--- config.mk ---
export PLATFORM = sky130hd
export DESIGN_NAME = mem_arbiter
export DESIGN_NICKNAME = d
export VERILOG_FILES = /design/src/rtl/mem_arb_pkg.sv /design/src/rtl/mem_arbiter_rr_pick.sv /design/src/rtl/mem_arbiter.sv
export SDC_FILE = /design/constraint.sdc
export NUM_CORES = 1
export LEC_CHECK = 0
export ABC_AREA = 1
export CORE_AREA = 2 2 104 106
export CTS_CLUSTER_SIZE = 8
export DETAILED_ROUTE_END_ITERATION = 8
export DIE_AREA = 0 0 106 108
export GPL_TIMING_DRIVEN = 0
export PLACE_DENSITY_LB_ADDON = 0.25
export SLEW_MARGIN = 20
export SYNTH_ARGS = -nofsm -noshare
export SYNTH_HDL_FRONTEND = slang
export SYNTH_SLANG_ARGS = --single-unit
export TNS_END_PERCENT = 5
--- constraint.sdc ---
create_clock -name clk -period 1.9 [get_ports clk]
set_input_delay 0.285 -clock clk [delete_from_list [all_inputs] [get_ports clk]]
set_output_delay 0.285 -clock clk [all_outputs]
set_load 0.1 [all_outputs]
--- src/rtl/mem_arb_pkg.sv ---
// -----------------------------------------------------------------------------
// mem_arb_pkg
// Shared types for the two-requester memory arbiter: the arbiter FSM state
// encoding and the requester index type used for grants and last_gnt.
// -----------------------------------------------------------------------------
package mem_arb_pkg;

   // LOCKn: requester n currently owns the memory port under a lock.
   typedef enum logic [1:0] {
      IDLE  = 2'd0,
      LOCK0 = 2'd1,
      LOCK1 = 2'd2
   } arb_state_t;

   // Requester index: 0 = core (m0), 1 = loader/debug (m1).
   typedef logic req_idx_t;

   localparam req_idx_t IDX_M0 = 1'b0;
   localparam req_idx_t IDX_M1 = 1'b1;

endpackage

--- src/rtl/mem_arbiter_rr_pick.sv ---
// -----------------------------------------------------------------------------
// rr_pick
// Two-input round-robin picker. On a conflict the requester that was NOT
// granted last wins; a lone requester always wins.
// Ports:
//   i_req0, i_req1 : request lines of requester 0 / 1
//   i_last_gnt     : index of the most recently granted requester
//   o_valid        : some requester is picked
//   o_idx          : picked requester index (meaningful when o_valid=1)
// -----------------------------------------------------------------------------
module rr_pick
   import mem_arb_pkg::*;
(
   input  logic     i_req0,
   input  logic     i_req1,
   input  req_idx_t i_last_gnt,
   output logic     o_valid,
   output req_idx_t o_idx
);

   // Round-robin selection between the two request lines.
   always_comb begin
      o_valid = i_req0 | i_req1;
      o_idx   = IDX_M0;
      if (i_req0 && i_req1) begin
         o_idx = ~i_last_gnt;
      end else if (i_req1) begin
         o_idx = IDX_M1;
      end else begin
         o_idx = IDX_M0;
      end
   end

endmodule

--- src/rtl/mem_arbiter.sv ---
// -----------------------------------------------------------------------------
// mem_arbiter
// Arbitrates a single-port memory between the core (m0) and a loader/debug
// master (m1). Round-robin on conflicts, with an optional bounded lock that
// lets one requester keep the port for up to MAX_LOCK consecutive grants.
// Ports:
//   clk, reset              : clock, synchronous active-high reset
//   mX_req/we/lock          : request, write, lock-hold from requester X
//   mX_adr/wdata            : address and write data from requester X
//   mX_gnt                  : requester X owns the port this cycle (comb.)
//   mX_rvalid               : read data for X valid (cycle after its read)
//   m_rdata                 : shared read data (pass-through of mem_rdata)
//   mem_we/adr/wdata        : memory command from the granted requester
//   mem_rdata               : memory read data, one cycle after the address
// -----------------------------------------------------------------------------
module mem_arbiter
   import mem_arb_pkg::*;
#(
   parameter int MAX_LOCK = 4
) (
   input  logic        clk,
   input  logic        reset,
   input  logic        m0_req,
   input  logic        m0_we,
   input  logic        m0_lock,
   input  logic [31:0] m0_adr,
   input  logic [31:0] m0_wdata,
   output logic        m0_gnt,
   output logic        m0_rvalid,
   input  logic        m1_req,
   input  logic        m1_we,
   input  logic        m1_lock,
   input  logic [31:0] m1_adr,
   input  logic [31:0] m1_wdata,
   output logic        m1_gnt,
   output logic        m1_rvalid,
   output logic [31:0] m_rdata,
   output logic        mem_we,
   output logic [31:0] mem_adr,
   output logic [31:0] mem_wdata,
   input  logic [31:0] mem_rdata
);

   localparam int            CW      = $clog2(MAX_LOCK + 1);
   localparam logic [CW-1:0] CNT_MAX = CW'(MAX_LOCK);

   arb_state_t    r_state,    w_state_nxt;
   req_idx_t      r_last_gnt, w_last_gnt_nxt;
   logic [CW-1:0] r_lock_cnt, w_lock_cnt_nxt;
   logic          r_rvalid0,  r_rvalid1;

   logic          w_rr_valid;
   req_idx_t      w_rr_idx;
   logic          w_hold0,    w_hold1;
   logic          w_gnt0,     w_gnt1;
   req_idx_t      w_gnt_idx;
   logic          w_gnt_lock;

   rr_pick u_rr_pick (
      .i_req0     (m0_req),
      .i_req1     (m1_req),
      .i_last_gnt (r_last_gnt),
      .o_valid    (w_rr_valid),
      .o_idx      (w_rr_idx)
   );

   // Grant decision: an unexpired lock owner wins outright, else round-robin.
   always_comb begin
      w_hold0 = (r_state == LOCK0) && m0_req && m0_lock && (r_lock_cnt < CNT_MAX);
      w_hold1 = (r_state == LOCK1) && m1_req && m1_lock && (r_lock_cnt < CNT_MAX);
      w_gnt0  = 1'b0;
      w_gnt1  = 1'b0;
      if (reset) begin
         w_gnt0 = 1'b0;
         w_gnt1 = 1'b0;
      end else if (w_hold0) begin
         w_gnt0 = 1'b1;
      end else if (w_hold1) begin
         w_gnt1 = 1'b1;
      end else if (w_rr_valid) begin
         w_gnt0 = (w_rr_idx == IDX_M0);
         w_gnt1 = (w_rr_idx == IDX_M1);
      end else begin
         w_gnt0 = 1'b0;
         w_gnt1 = 1'b0;
      end
   end

   // Next state, last_gnt and lock counter.
   // The counter includes the current locked grant, so a fresh owner starts
   // at 1 and is allowed exactly MAX_LOCK locked grants before expiry.
   always_comb begin
      w_gnt_idx      = w_gnt1 ? IDX_M1 : IDX_M0;
      w_gnt_lock     = w_gnt1 ? m1_lock : m0_lock;
      w_state_nxt    = IDLE;
      w_last_gnt_nxt = r_last_gnt;
      w_lock_cnt_nxt = '0;
      if (w_gnt0 || w_gnt1) begin
         w_last_gnt_nxt = w_gnt_idx;
         if (w_gnt_lock) begin
            w_state_nxt = (w_gnt_idx == IDX_M1) ? LOCK1 : LOCK0;
            if (r_state == w_state_nxt) begin
               w_lock_cnt_nxt = (r_lock_cnt == CNT_MAX) ? CNT_MAX : r_lock_cnt + CW'(1);
            end else begin
               w_lock_cnt_nxt = CW'(1);
            end
         end else begin
            w_state_nxt    = IDLE;
            w_lock_cnt_nxt = '0;
         end
      end else begin
         w_state_nxt    = IDLE;
         w_lock_cnt_nxt = '0;
      end
   end

   // State, arbitration history and read-response tracking.
   always_ff @(posedge clk) begin
      if (reset) begin
         r_state    <= IDLE;
         r_last_gnt <= IDX_M1;
         r_lock_cnt <= '0;
         r_rvalid0  <= 1'b0;
         r_rvalid1  <= 1'b0;
      end else begin
         r_state    <= w_state_nxt;
         r_last_gnt <= w_last_gnt_nxt;
         r_lock_cnt <= w_lock_cnt_nxt;
         r_rvalid0  <= w_gnt0 & ~m0_we;
         r_rvalid1  <= w_gnt1 & ~m1_we;
      end
   end

   // Memory command mux; all-zero when nobody is granted.
   always_comb begin
      if (w_gnt0) begin
         mem_we    = m0_we;
         mem_adr   = m0_adr;
         mem_wdata = m0_wdata;
      end else if (w_gnt1) begin
         mem_we    = m1_we;
         mem_adr   = m1_adr;
         mem_wdata = m1_wdata;
      end else begin
         mem_we    = 1'b0;
         mem_adr   = 32'd0;
         mem_wdata = 32'd0;
      end
   end

   // A response pending from the cycle before reset is suppressed during reset.
   assign m0_rvalid = r_rvalid0 & ~reset;
   assign m1_rvalid = r_rvalid1 & ~reset;
   assign m0_gnt    = w_gnt0;
   assign m1_gnt    = w_gnt1;
   assign m_rdata   = mem_rdata;

endmodule

# --- Yosys cells after proc, flatten, opt, wreduce, memory -nomap -nowiden ---
# Index checks and enable logic that the tools add are counted.
word_totals:
  regBits: 8
  latchBits: 0
  mem_bits_rw: 0
  rom_bits: 0
  output_inout_bits: 101
  word_cells: 58
  n_memories: 0
op_classes:
  addsub: 1
  mul: 0
  div: 0
  magnitude_cmp: 1
  eq_ne: 4
  shift: 0
  n_mux: 21
  bitwise_logic: 13
  n_reduce_logical: 11
op_table:
  columns: ["cell", "n"]
  rows:
  - ["$mux W32", 4]
  - ["$mux W1", 15]
  - ["$not A1 Y1", 8]
  - ["$logic_and A1 B1 Y1", 7]
  - ["$reduce_or A5 Y1", 1]
  - ["$and A1 B1 Y1", 4]
  - ["$reduce_or A4 Y1", 1]
  - ["$add A3 B1 Y3 const B", 1]
  - ["$eq A3 B3 Y1 const B", 1]
  - ["$lt A3 B3 Y1 const B", 1]
  - ["$mux W3", 1]
  - ["$reduce_or A3 Y1", 1]
  - ["$eq A2 B1 Y1 const B", 1]
  - ["$eq A2 B2 Y1", 1]
  - ["$eq A2 B2 Y1 const B", 1]
  - ["$mux W2", 1]
  - ["$logic_or A1 B1 Y1", 1]
  - ["$or A1 B1 Y1", 1]

# --- Longest topological paths before layout ---
depth:
  word_depth: 12
  ltp_mapped: 11
  ltp_nobuf: 9

# --- By module ---
# Synthesis repeated with hierarchy kept, for this count alone.
unflattened:
  cells_unflattened: 181
  hier_area_um2: 1391.3
modules_own_cells:
  columns: ["module", "n_inst", "cells_per_inst", "area_per_inst_um2", "seq_area_each_um2"]
  rows:
  - ["mem_arbiter", 1, 178, 1376.3, 160.2]
  - ["rr_pick", 1, 3, 15.0, 0.0]

# --- Worst setup path after synthesis ---
# Ideal clock, no wire load.
synth_path:
  path_type: "register to output"
  startpoint: "reg r_state[1]"
  endpoint: "out mem_we"
  arrival_ns: 2.445
  t_required_ns: 1.615
  setup_slack_ns: -0.830
  stages_incl_launch_ff: 10
  cell_sequence: "dfxtp_1 inv_2 nor2_4 nand2_2 nand2_4 nand3_2 inv_2 buf_6 nand2_1 a21oi_1"
synth_between:
  elab_chain_len: 9
  word_cells_on_any_way: 16
  cone_classes: "2 x eq/ne; 8 x mux; 6 x reduce/logical"
synth_lines:
  columns: ["element", "line_no", "source"]
  rows:
  - ["from (decl)", "mem_arbiter.sv:47", "arb_state_t r_state, w_state_nxt;"]
  - ["from (signal assigned)", "mem_arbiter.sv:126", "r_state <= w_state_nxt;"]
  - ["$eq A2 B2 Y1", "mem_arbiter.sv:70", "w_hold1 = (r_state == LOCK1) && m1_req && m1_lock && (r_lock_cnt < CNT_MAX);"]
  - ["$logic_and A1 B1 Y1 (3 in a row)", "mem_arbiter.sv:70", null]
  - ["$mux W1", "mem_arbiter.sv:78", "end else if (w_hold1) begin"]
  - ["$mux W1", "mem_arbiter.sv:76", "end else if (w_hold0) begin"]
  - ["$mux W1", "mem_arbiter.sv:73", "if (reset) begin"]
  - ["$mux W1", "mem_arbiter.sv:140", "end else if (w_gnt1) begin"]
  - ["$mux W1 *", "mem_arbiter.sv:136", "if (w_gnt0) begin"]
  - ["to (decl)", "mem_arbiter.sv:38", "output logic mem_we,"]
# Mark *: on every way between the ends. The rest lies on a longest branch, timed or not.

# --- Worst setup path in the final report ---
layout_path:
  startpoint: "reg r_state[1]"
  endpoint: "out mem_adr[31]"
layout_between:
  elab_chain_len: 9
  word_cells_on_any_way: 16
  cone_classes: "2 x eq/ne; 8 x mux; 6 x reduce/logical"
layout_lines:
  columns: ["element", "line_no", "source"]
  rows:
  - ["$eq A2 B2 Y1", "mem_arbiter.sv:70", null]
  - ["$logic_and A1 B1 Y1 (3 in a row)", "mem_arbiter.sv:70", null]
  - ["$mux W1", "mem_arbiter.sv:78", null]
  - ["$mux W1", "mem_arbiter.sv:76", null]
  - ["$mux W1", "mem_arbiter.sv:73", null]
  - ["$mux W32", "mem_arbiter.sv:140", null]
  - ["$mux W32 *", "mem_arbiter.sv:136", null]
  - ["to (decl)", "mem_arbiter.sv:39", "output logic [31:0] mem_adr,"]
# Marks and branches as above.

==> metrics <==
status=finished with violations; failing checks=negative setup slack; # IOs=269; Post-Synthesis Cell Area=0.00156 mm^2; Starting Density=0.153; Relative slew margins=0.339; row count=37; global route total overflow=0; FFs w/ async S/R, synth=0; Hold Path Cell Cnt=2; YS warnings=0; initial antenna violation count=0; register area share after synthesis=0.102; Slew @ Worst Pin=989 ps; drt via density=3.91; vias in the first global route=2,733; worst path arrival time=1790 ps; CP endpoint kind=output pin; EDFF count, synth=0; post-synthesis mux area share=0; crit path cell chain=buf_4, nor2_4, nand3b_1, nand3_4, nand2_4, inv_4, buf_12, buf_8, buf_6, nand2_2, nand2_2, buf_12; CP required=1620 ps; CTS tree=done; post-synthesis adder-cell area fraction=0.0160; largest family of logic cells by synthesized area=simple AND/OR/NAND/NOR gates; DRC=0; min Tclk post-route=2070 ps; global placer's final weighted congestion=0.812; unrepaired setup endpoints after global routing=true; drt pass-1 iters=4; Bufs on Longest Clock Path=2; Total GRT Usage=0.148; most common cell after layout, fill and taps aside=clkdlybuf4s50_1; Inserted Clock Buffers=3; Yosys reg bits=8; max incr delay on CP=320 ps; Vias=2,734; Antenna Cells=0; slowest CP cell=dfxtp_2; Setup Skew=1.16 ps; CP max FO=7; reg2reg path depth=9; Die H=108 um; Synth Flop Type=dfxtp_1; critical path class=reg -> out; nature of the critical path startpoint=flip-flop; most frequent cells in the layout=162 x clkdlybuf4s50_1, 135 x nand2_1, 69 x nand2_2, 67 x buf_12, 44 x buf_4; IO buf count=236; area delta synth->final=240%; dpl ws=-1390 ps; Post-Synth Simple-Gate Area=0.589; share of post-route cells with drive strength above 1=0.403; fillers=945; wire per inst=13.8 um; Detail Placement HPWL=7.16 mm; clock latency on the worst-skew pair=230 ps; P_leak=2.42 nW; antenna-violating nets left=0; Synth cell types=19; PwrDens=543 mW/mm^2; max-cap viol count=0; Post-Syn Instances=307; Die W=106 um; clock sinks=8; cell family with most CP delay=buffers and inverters; Synth Area in Compound Gates=0.0128; Final Hold Viols=0; setup ws final=-173 ps; Finished Cell Area=0.00532 mm^2; violation count after the first detailed-route iteration=90; Post-DP Area=0.00414 mm^2; Buf/Inv on CP=6; syn_area_per_cell=5.09 um^2; first-pass GRT wire length=13.7 mm; H-tree Lvls=1; Peak Freq=482 MHz; top post-synthesis cells by area=nand2_1 50%, buf_4 15%, dfxtp_1 10%; setup violators final=65; Root Buffer=clkbuf_8; largest area contributor in the netlist=nand2_1; clock slew at reported path FFs=40 ps; Final Cycle Share=1.09; Critical Path Stages=12; final wirelength=9.67 mm; Max IR drop VDD=319 uV; largest net degree at the start of global routing=11; xor/xnor cell area share of the yosys netlist=0; Die Area=0.0114 mm^2; worst min-delay path class=reg -> reg; core area=0.0102 mm^2; Final Net Count=735; fin. max-slew vios=0; Synth top area share=0.497; syn nets=477
## cell type report
cell class	instances	area, um^2	share of cell area
timing repair buffer	253	3230	0.606
sequential	8	166	0.0313
buffer	46	438	0.0823
multi-input combinational	236	1200	0.226
inverter	17	73.8	0.0139
tap	136	170	0.0320
clock buffer	3	41.3	0.00776
## power breakdown
group          leakage [nW]  switching, mW  internal, mW
Sequential           0.0671        0.00491         0.176
Combinational          2.33           1.54         0.962
Clock                0.0216         0.0674         0.137
## stage by stage
step / cells / total power, mW / TNS [ps] / util / hold slack, ps
floorplan: 307 / 1.59 / -9400 / - / 357
global placement: 679 / 2.22 / -88910 / 0.405 / 451
detailed placement: 679 / 2.23 / -88300 / 0.405 / 462
CTS: 689 / 2.83 / -5550 / 0.498 / 466
global route: 699 / 2.99 / -11270 / 0.520 / 508
finish: 699 / 2.89 / -5740 / 0.520 / 477
## registers in the layout (all words and copies together), names as in the netlist
| signal | count |
|---|---|
| r_last_gnt | 1 |
| r_lock_cnt | 3 |
| r_state | 2 |
| r_rvalid0 | 1 |
| r_rvalid1 | 1 |
## worst reg2reg max path, delay by kind of cell, from the launching register on
family / cells / cell delay [ps]
and+or+nand+nor: 5 / 450
buffers and inverters: 3 / 390
DFF: 1 / 320
AOI/OAI and AO/OA: 1 / 120
## kinds of logic (layout without fill, tap and decap cells)
| family | count (synthesis) | count (layout) |
|---|---|---|
| AOI/OAI and AO/OA | 4 | 4 |
| adders and majority gates | 2 | 2 |
| buffers and inverters | 63 | 319 |
| DFF | 8 | 8 |
| and+or+nand+nor | 230 | 230 |
## what timing repair did
action,in CTS,in global routing
pin swaps,4,15
setup buffers,6,8
hold buffers,0,0
hold endpoints to repair,0,0
cloned,1,2
resized for setup,675,39
setup endpoints to repair,69,67
## path summary, 6_finish.rpt
check,slack [ps],end,startpoint
setup / recovery,-170,mem_adr[31],r_state[1]
hold / removal,480,r_last_gnt,r_last_gnt
setup reg to reg,520,r_last_gnt,r_state[1]
hold reg to reg,480,r_last_gnt,r_last_gnt
## synth_stat cells (2+ instances only)
cell type	instances
nand3_1	3
buf_2	4
dfxtp_1	8
nor2_4	2
buf_6	10
nand2_1	207
inv_1	13
a21oi_1	3
inv_2	4
nand4_1	3
ha_1	2
nand2_2	2
nor2_1	8
nand3_2	2
buf_4	32
## layer usage
layer,vias up,GRT usage,part of all wire
met3,8,0.0386,0.081
met1,1203,0.156,0.35
met2,133,0.300,0.56
li1,1390,-,-
met4,0,0.0188,0.0096
met5,-,0,0
(Power assumes the default switching activity.)
